[src/rtl/multi_dataflow_tile_sequencer.sv]
// Job sequencer for the multi_dataflow HWPE: walks N tiles per start, programming the
// source and sink address generators per tile and raising a single done event per job.
module multi_dataflow_tile_sequencer #(
  parameter int ADDR_W = 32,
  parameter int LEN_W  = 16,
  parameter int TILE_W = 8
) (
  input  logic              clk_i,
  input  logic              rst_ni,
  input  logic              clear_i,
  input  logic              start_i,
  input  logic [ADDR_W-1:0] cfg_in_addr_i,
  input  logic [ADDR_W-1:0] cfg_out_addr_i,
  input  logic [LEN_W-1:0]  cfg_len_i,
  input  logic [TILE_W-1:0] cfg_n_tiles_i,
  input  logic [ADDR_W-1:0] cfg_stride_i,
  output logic              src_req_o,
  output logic [ADDR_W-1:0] src_addr_o,
  output logic [LEN_W-1:0]  src_len_o,
  input  logic              src_ack_i,
  input  logic              src_done_i,
  output logic              snk_req_o,
  output logic [ADDR_W-1:0] snk_addr_o,
  output logic [LEN_W-1:0]  snk_len_o,
  input  logic              snk_ack_i,
  input  logic              snk_done_i,
  output logic              engine_clear_o,
  output logic              busy_o,
  output logic [TILE_W-1:0] tile_idx_o,
  output logic              done_o
);

  typedef enum logic [2:0] {IDLE, CLR, ISSUE, WAIT, FIN} state_t;

  localparam logic [TILE_W-1:0] TILE_ONE = {{(TILE_W-1){1'b0}}, 1'b1};

  state_t state_q, state_d;

  logic [ADDR_W-1:0] src_addr_q, snk_addr_q, stride_q;
  logic [LEN_W-1:0]  len_q;
  logic [TILE_W-1:0] n_tiles_q, tile_idx_q;
  logic              src_req_q, snk_req_q;
  logic              src_acked_q, snk_acked_q;
  logic              src_done_q, snk_done_q;

  logic src_acked, snk_acked, src_done, snk_done;
  logic cfg_empty, last_tile, tile_done, advance, track_done;

  // A done pulse only counts once its side has accepted the current tile request.
  always_comb begin
    src_acked  = src_acked_q | (src_req_q & src_ack_i);
    snk_acked  = snk_acked_q | (snk_req_q & snk_ack_i);
    src_done   = src_done_q | (src_done_i & src_acked);
    snk_done   = snk_done_q | (snk_done_i & snk_acked);
    cfg_empty  = (cfg_len_i == '0) || (cfg_n_tiles_i == '0);
    last_tile  = (tile_idx_q == (n_tiles_q - TILE_ONE));
    tile_done  = (state_q == WAIT) && src_done && snk_done;
    advance    = tile_done && !last_tile;
    track_done = (state_q == ISSUE) || (state_q == WAIT);
  end

  always_comb begin
    state_d = state_q;
    case (state_q)
      IDLE: begin
        if (start_i) state_d = cfg_empty ? FIN : CLR;
      end
      CLR:   state_d = ISSUE;
      ISSUE: begin
        if (src_acked && snk_acked) state_d = WAIT;
      end
      WAIT: begin
        if (tile_done) state_d = last_tile ? FIN : ISSUE;
      end
      FIN:     state_d = IDLE;
      default: state_d = IDLE;
    endcase
  end

  always_ff @(posedge clk_i or negedge rst_ni) begin
    if (!rst_ni)      state_q <= IDLE;
    else if (clear_i) state_q <= IDLE;
    else              state_q <= state_d;
  end

  // Shadow config, per-tile address walk and per-side handshake tracking.
  always_ff @(posedge clk_i or negedge rst_ni) begin
    if (!rst_ni) begin
      src_addr_q  <= '0;
      snk_addr_q  <= '0;
      stride_q    <= '0;
      len_q       <= '0;
      n_tiles_q   <= '0;
      tile_idx_q  <= '0;
      src_req_q   <= 1'b0;
      snk_req_q   <= 1'b0;
      src_acked_q <= 1'b0;
      snk_acked_q <= 1'b0;
      src_done_q  <= 1'b0;
      snk_done_q  <= 1'b0;
    end else if (clear_i) begin
      src_addr_q  <= '0;
      snk_addr_q  <= '0;
      stride_q    <= '0;
      len_q       <= '0;
      n_tiles_q   <= '0;
      tile_idx_q  <= '0;
      src_req_q   <= 1'b0;
      snk_req_q   <= 1'b0;
      src_acked_q <= 1'b0;
      snk_acked_q <= 1'b0;
      src_done_q  <= 1'b0;
      snk_done_q  <= 1'b0;
    end else begin
      if ((state_q == IDLE) && start_i) begin
        src_addr_q <= cfg_in_addr_i;
        snk_addr_q <= cfg_out_addr_i;
        stride_q   <= cfg_stride_i;
        len_q      <= cfg_len_i;
        n_tiles_q  <= cfg_n_tiles_i;
        tile_idx_q <= '0;
      end else if (advance) begin
        src_addr_q <= src_addr_q + stride_q;
        snk_addr_q <= snk_addr_q + stride_q;
        tile_idx_q <= tile_idx_q + TILE_ONE;
      end

      if ((state_q == CLR) || advance) begin
        src_req_q   <= 1'b1;
        snk_req_q   <= 1'b1;
        src_acked_q <= 1'b0;
        snk_acked_q <= 1'b0;
      end else if (state_q == ISSUE) begin
        src_req_q   <= src_req_q & ~src_ack_i;
        snk_req_q   <= snk_req_q & ~snk_ack_i;
        src_acked_q <= src_acked;
        snk_acked_q <= snk_acked;
      end

      if (track_done && !tile_done) begin
        src_done_q <= src_done;
        snk_done_q <= snk_done;
      end else begin
        src_done_q <= 1'b0;
        snk_done_q <= 1'b0;
      end
    end
  end

  assign src_req_o      = src_req_q;
  assign snk_req_o      = snk_req_q;
  assign src_addr_o     = src_addr_q;
  assign snk_addr_o     = snk_addr_q;
  assign src_len_o      = len_q;
  assign snk_len_o      = len_q;
  assign tile_idx_o     = tile_idx_q;
  assign engine_clear_o = (state_q == CLR);
  assign busy_o         = (state_q == CLR) || (state_q == ISSUE) || (state_q == WAIT);
  assign done_o         = (state_q == FIN);

endmodule
[config.mk]
export PLATFORM = sky130hd
export DESIGN_NAME = multi_dataflow_tile_sequencer
export DESIGN_NICKNAME = d
export VERILOG_FILES = /design/src/rtl/multi_dataflow_tile_sequencer.sv
export SDC_FILE = /design/constraint.sdc
export NUM_CORES = 1
export LEC_CHECK = 0
export BUFFER_PORTS_ARGS = -buffer_cell sky130_fd_sc_hd__buf_2
export CAP_MARGIN = 30
export CORE_MARGIN = 3
export CORE_UTILIZATION = 47
export DETAILED_ROUTE_END_ITERATION = 16
export GPL_ROUTABILITY_DRIVEN = 0
export HOLD_SLACK_MARGIN = 0.12
export PLACE_DENSITY = 0.72
export REMOVE_ABC_BUFFERS = 1
export SYNTH_ARGS = -nofsm -noshare
export SYNTH_HDL_FRONTEND = slang
export SYNTH_SLANG_ARGS = --single-unit
[constraint.sdc]
create_clock -name clk_i -period 8.65 [get_ports clk_i]
set_input_delay 1.73 -clock clk_i [delete_from_list [all_inputs] [get_ports clk_i]]
set_output_delay 1.73 -clock clk_i [all_outputs]
set_load 0.1 [all_outputs]
Word-level counts from Yosys, hierarchy flattened
Index checks and enable logic that the tools add are counted.
- register bits after elaboration: 137
- output and inout bits: 109
- input port bits: 128
- logic and storage cells: 95
- muxes and demuxes: 38
- reductions and logical operators: 20
- bitwise gates (word level): 12
- $add $sub $neg: 4
- equality and inequality tests: 8
- operators with widths (cell ; number):
    $mux 32 ; 8
    $add 32x32->32 ; 2
    $mux 8 ; 5
    $mux 16 ; 2
    $mux 3 ; 6
    $logic_not 16->1 ; 1
    $mux 1 ; 16
    $pmux 3 s4 ; 1
    $add 8x1->8 const B ; 1
    $eq 8x8->1 ; 1
    $logic_not 8->1 ; 1
    $sub 8x1->8 const B ; 1
    $and 1x1->1 ; 6
    $eq 3x2->1 const B ; 2
    $logic_and 1x1->1 ; 6
    $ne 3x3->1 const B ; 2
    $reduce_bool 3->1 ; 2
    $logic_or 1x1->1 ; 5
    $or 1x1->1 ; 4
    $eq 3x1->1 const B ; 1
    $eq 3x3->1 const B ; 1
    $logic_not 3->1 ; 1
    $ne 3x2->1 const B ; 1
    $reduce_and 3->1 ; 1
    other kinds (3) ; 5

Logic depth before layout (Yosys ltp)
- word-level depth: 10
- gate-level depth with buffers: 12
- gate-level depth less buffers: 12

Worst setup path before layout
No wires, ideal clock.
- path kind: input to register
- from: in snk_ack_i
- to: reg src_addr_q[31], in the netlist src_addr_o[31]
- cell stages on the path: 9
- library setup time: 0.094 ns
- slack: 5.067 ns
- arrival: 3.489 ns
- buffers on the path: 0
- cells stage by stage: a21oi_1 > inv_1 > a21oi_1 > nor4_1 > nand2_2 > a2111oi_0 > nor3_2 > xor2_1 > a211oi_1
- longest elaborated chain between the ends: 7
- RTL lines (what ; line ; text):
    start: declaration ; 25 ; input logic snk_ack_i,
    $and 1x1->1 ; 52 ; snk_acked = snk_acked_q | (snk_req_q & snk_ack_i);
    $or 1x1->1 ; 52 ;
    $and 1x1->1 ; 54 ; snk_done = snk_done_q | (snk_done_i & snk_acked);
    $or 1x1->1 ; 54 ;
    $logic_and 1x1->1 ; 57 ; tile_done = (state_q == WAIT) && src_done && snk_done;
    $logic_and 1x1->1 ; 58 ; advance = tile_done && !last_tile;
    $reduce_bool 3->1 (no line) ; -- ;
    end signal: assignment ; 116 ; src_addr_q <= cfg_in_addr_i;
    end signal: assignment ; 123 ; src_addr_q <= src_addr_q + stride_q;
    end: declaration ; 39 ; logic [ADDR_W-1:0] src_addr_q, snk_addr_q, stride_q;
No other way between the ends.
A chain may end at the register's enable or synchronous reset.

Final worst setup path
- from: in snk_ack_i
- to: reg src_addr_q[28], in the netlist src_addr_o[28]
Same word-level chain as after synthesis.

==> results.sh <==
export IMPL_status="finished, final reports clean"
export IMPL_die_h_um=150
export IMPL_cts_buffers=17
export IMPL_core_mm2=0.0203
export IMPL_cp_arrival_ns=4.98
export IMPL_dieArea_mm2=0.0225
export IMPL_ys_ff_latch=137
export IMPL_ys_async_sr_fraction=1.00
export IMPL_wl_per_cell_um=17.5
export IMPL_finalSetupViolCount=0
export IMPL_placed_area_mm2=0.0109
export IMPL_clockBufferDepth=2
export IMPL_finalCriticalPeriod_ns=4.63
export IMPL_tritoncts="done"
export IMPL_crit_required_ns=9.01
export IMPL_cts_sinks=137
export IMPL_fill_cells=1853
export IMPL_io_pins=237
export IMPL_powerDensity_mw_per_mm2=244
export IMPL_grt_setup_unrepaired="no"
export IMPL_fin_nets=1574
export IMPL_postRouteAntennaNets=0
export IMPL_cts_resized=0
export IMPL_synth_area_mm2=0.00976
export IMPL_port_buffers=236
export IMPL_sw_frac_of_total=0.477
export IMPL_syn_area_per_cell_um2=8.10
export IMPL_final_cell_area_mm2=0.0115
export IMPL_worstSetupPathType="in2reg"
export IMPL_p_clk_frac=0.275
export IMPL_fin_worst_skew_ns=0.0154
export IMPL_syn_inst=1205
export IMPL_ys_types=63
export IMPL_overflow=0
export IMPL_leakage_nw=5.76
export IMPL_post_dp_hpwl_um=20600
export IMPL_grt_max_degree=94
export IMPL_switchingPower_mw=1.34
export IMPL_finalHoldViolations=0
export IMPL_ys_seq_area_frac=0.351
export IMPL_fin_crit_sh=0.535
export IMPL_viasPerCell=5.80
export IMPL_synth_warning_count=0
export IMPL_antenna_found_initial=1
export IMPL_row_count=52
export IMPL_maxCapViolations=0
export IMPL_cp_end_kind="flop"
export IMPL_relSlewSlack=0.313
export IMPL_final_common_cell="buf_2"
export IMPL_peakVddDrop_mv=0.155
export IMPL_r2r_start="state_q[2]"
export IMPL_sequentialPowerShare=0.288
export IMPL_track_usage=0.256
export IMPL_worstHoldPathType="reg2reg"
export IMPL_grt_pass1_vias=8956
export IMPL_clk_pin_slew_worst_paths_ns=0.07
export IMPL_synth_enable_flop_cells=0
export IMPL_ctsHoldBuffers=0
export IMPL_slew_viol_final=0
export IMPL_ys_flop_type="dfrtp_1"
export IMPL_layout_common_cells="234 x buf_2, 202 x nand2_1, 137 x dfrtp_1"
export IMPL_root_buffer="clkbuf_16"
export IMPL_p_int_mw=1.48
export IMPL_worst_pin_slew_ns=1.02
export IMPL_start_util=0.481
export IMPL_grt_pass1_wl_um=46300
export IMPL_hp_start="snk_done_q"
export IMPL_crit_start="snk_ack_i"
export IMPL_drc=0
export IMPL_fmax_ghz=0.216
export IMPL_path_max_fanout=34
export IMPL_htree_levels=4
export IMPL_fp_dieW_um=150
export IMPL_totalWireLength_um=29200
export IMPL_area_delta_synth_final_pct=18.2
export IMPL_first_pass_iters=5
export IMPL_antenna_cells=0
export IMPL_clock_latency_ns=0.43
export IMPL_combPwrFrac=0.437
export IMPL_finish_utilization=0.568
export IMPL_vias=9638
export IMPL_cts_setup_buffers=0
export IMPL_cp_start_kind="input port"
export IMPL_drive_above_1_share=0.203
export IMPL_finalSetupTns_ns=0
export IMPL_drt_iter0_drc=635
final timing paths:
path                                  endpoint  slack (ns)  cells after the start
worst min-delay path                snk_done_q        0.52                      2
worst max register to register  src_addr_o[28]        4.88                      6
worst max-delay path            src_addr_o[28]        4.02                      9
min in group asynchronous       src_addr_o[18]        1.32                      1
worst min register to register      snk_done_q        0.52                      2
max in group asynchronous            src_req_o        5.96                      2
per-stage QoR:
stage	power, mW	worst slack [ns]	hold WS, ns	instances
5_1_grt	2.95	3.80	0.537	1663
6_report	2.82	4.02	0.522	1663
2_1_floorplan	1.79	-1.36	0.464	1119
4_1_cts	2.83	4.12	0.518	1663
3_5_place_dp	2.05	3.70	0.501	1631
3_3_place_gp	2.04	3.81	0.493	1631
metal layers:
metal / wire (µm) / vias up / GRT usage / share of wire
li1: - / 4669 / - / -
met1: 12900 / 4541 / 0.357 / 0.44
met2: 13500 / 382 / 0.410 / 0.46
met3: 2090 / 44 / 0.0464 / 0.072
met4: 587 / 2 / 0.0727 / 0.020
met5: 20 / - / 0 / 0.00069
layout make-up:
type | count | area, µm² | area share
clock buffer | 17 | 425 | 0.0369
clock inverter | 15 | 188 | 0.0163
inverter | 22 | 82.6 | 0.00716
multi-input combinational | 960 | 5840 | 0.506
sequential | 137 | 3430 | 0.297
tap | 270 | 338 | 0.0293
timing repair buffer | 242 | 1230 | 0.107
synth_stat cells, drive strengths merged, types with 11 or more instances:
cell / count / area share
nor3: 50 / 0.026
a21o: 36 / 0.028
a211oi: 37 / 0.028
mux2i: 13 / 0.013
nand4: 15 / 0.0096
o211ai: 17 / 0.014
nand3: 19 / 0.0097
xor2: 28 / 0.025
a21oi: 132 / 0.068
a311oi: 11 / 0.0099
clkbuf: 51 / 0.020
nor2b: 11 / 0.0070
buf: 35 / 0.024
xnor2: 34 / 0.030
ha: 64 / 0.082
and3: 12 / 0.0077
nand2: 203 / 0.078
dfrtp: 137 / 0.35
nor2: 116 / 0.045
inv: 22 / 0.0085
o21ai: 43 / 0.022
sequential cells by signal (all words and copies together), names as in the netlist:
name	count
src_addr_o	32
n_tiles_q	8
tile_idx_o	8
src_req_o	1
snk_req_o	1
src_done_q	1
state_q	3
snk_done_q	1
snk_acked_q	1
stride_q	32
snk_addr_o	32
src_acked_q	1
snk_len_o	16
power groups by stage:
stage	registers [mW]	clock network (mW)	logic, mW
2_1_floorplan	1.27	0	0.519
3_3_place_gp	0.821	0	1.21
3_5_place_dp	0.822	0	1.23
4_1_cts	0.811	0.785	1.23
5_1_grt	0.822	0.813	1.32
6_report	0.812	0.776	1.23
critical path: stages:
cell and delay [ns]:
buf_2 0.09, a21oi_1 0.09, inv_1 0.07, a21oi_1 0.08, nor4_1 0.84, and2_2 0.94, nand2_1 0.46, or4b_1 0.58
nand3_1 0.09
cell families (layout without fill, tap and decap cells):
kind of cell	after synthesis	count (layout)	share of synthesized area
simple gates	480	480	0.221
buf+inv	108	296	0.0518
mux	13	13	0.0133
compound gates	339	339	0.221
xor+xnor	62	62	0.0556
flops	137	137	0.351
fa+ha+maj	66	66	0.0861
Note: power is estimated with default switching activity, not from simulation.
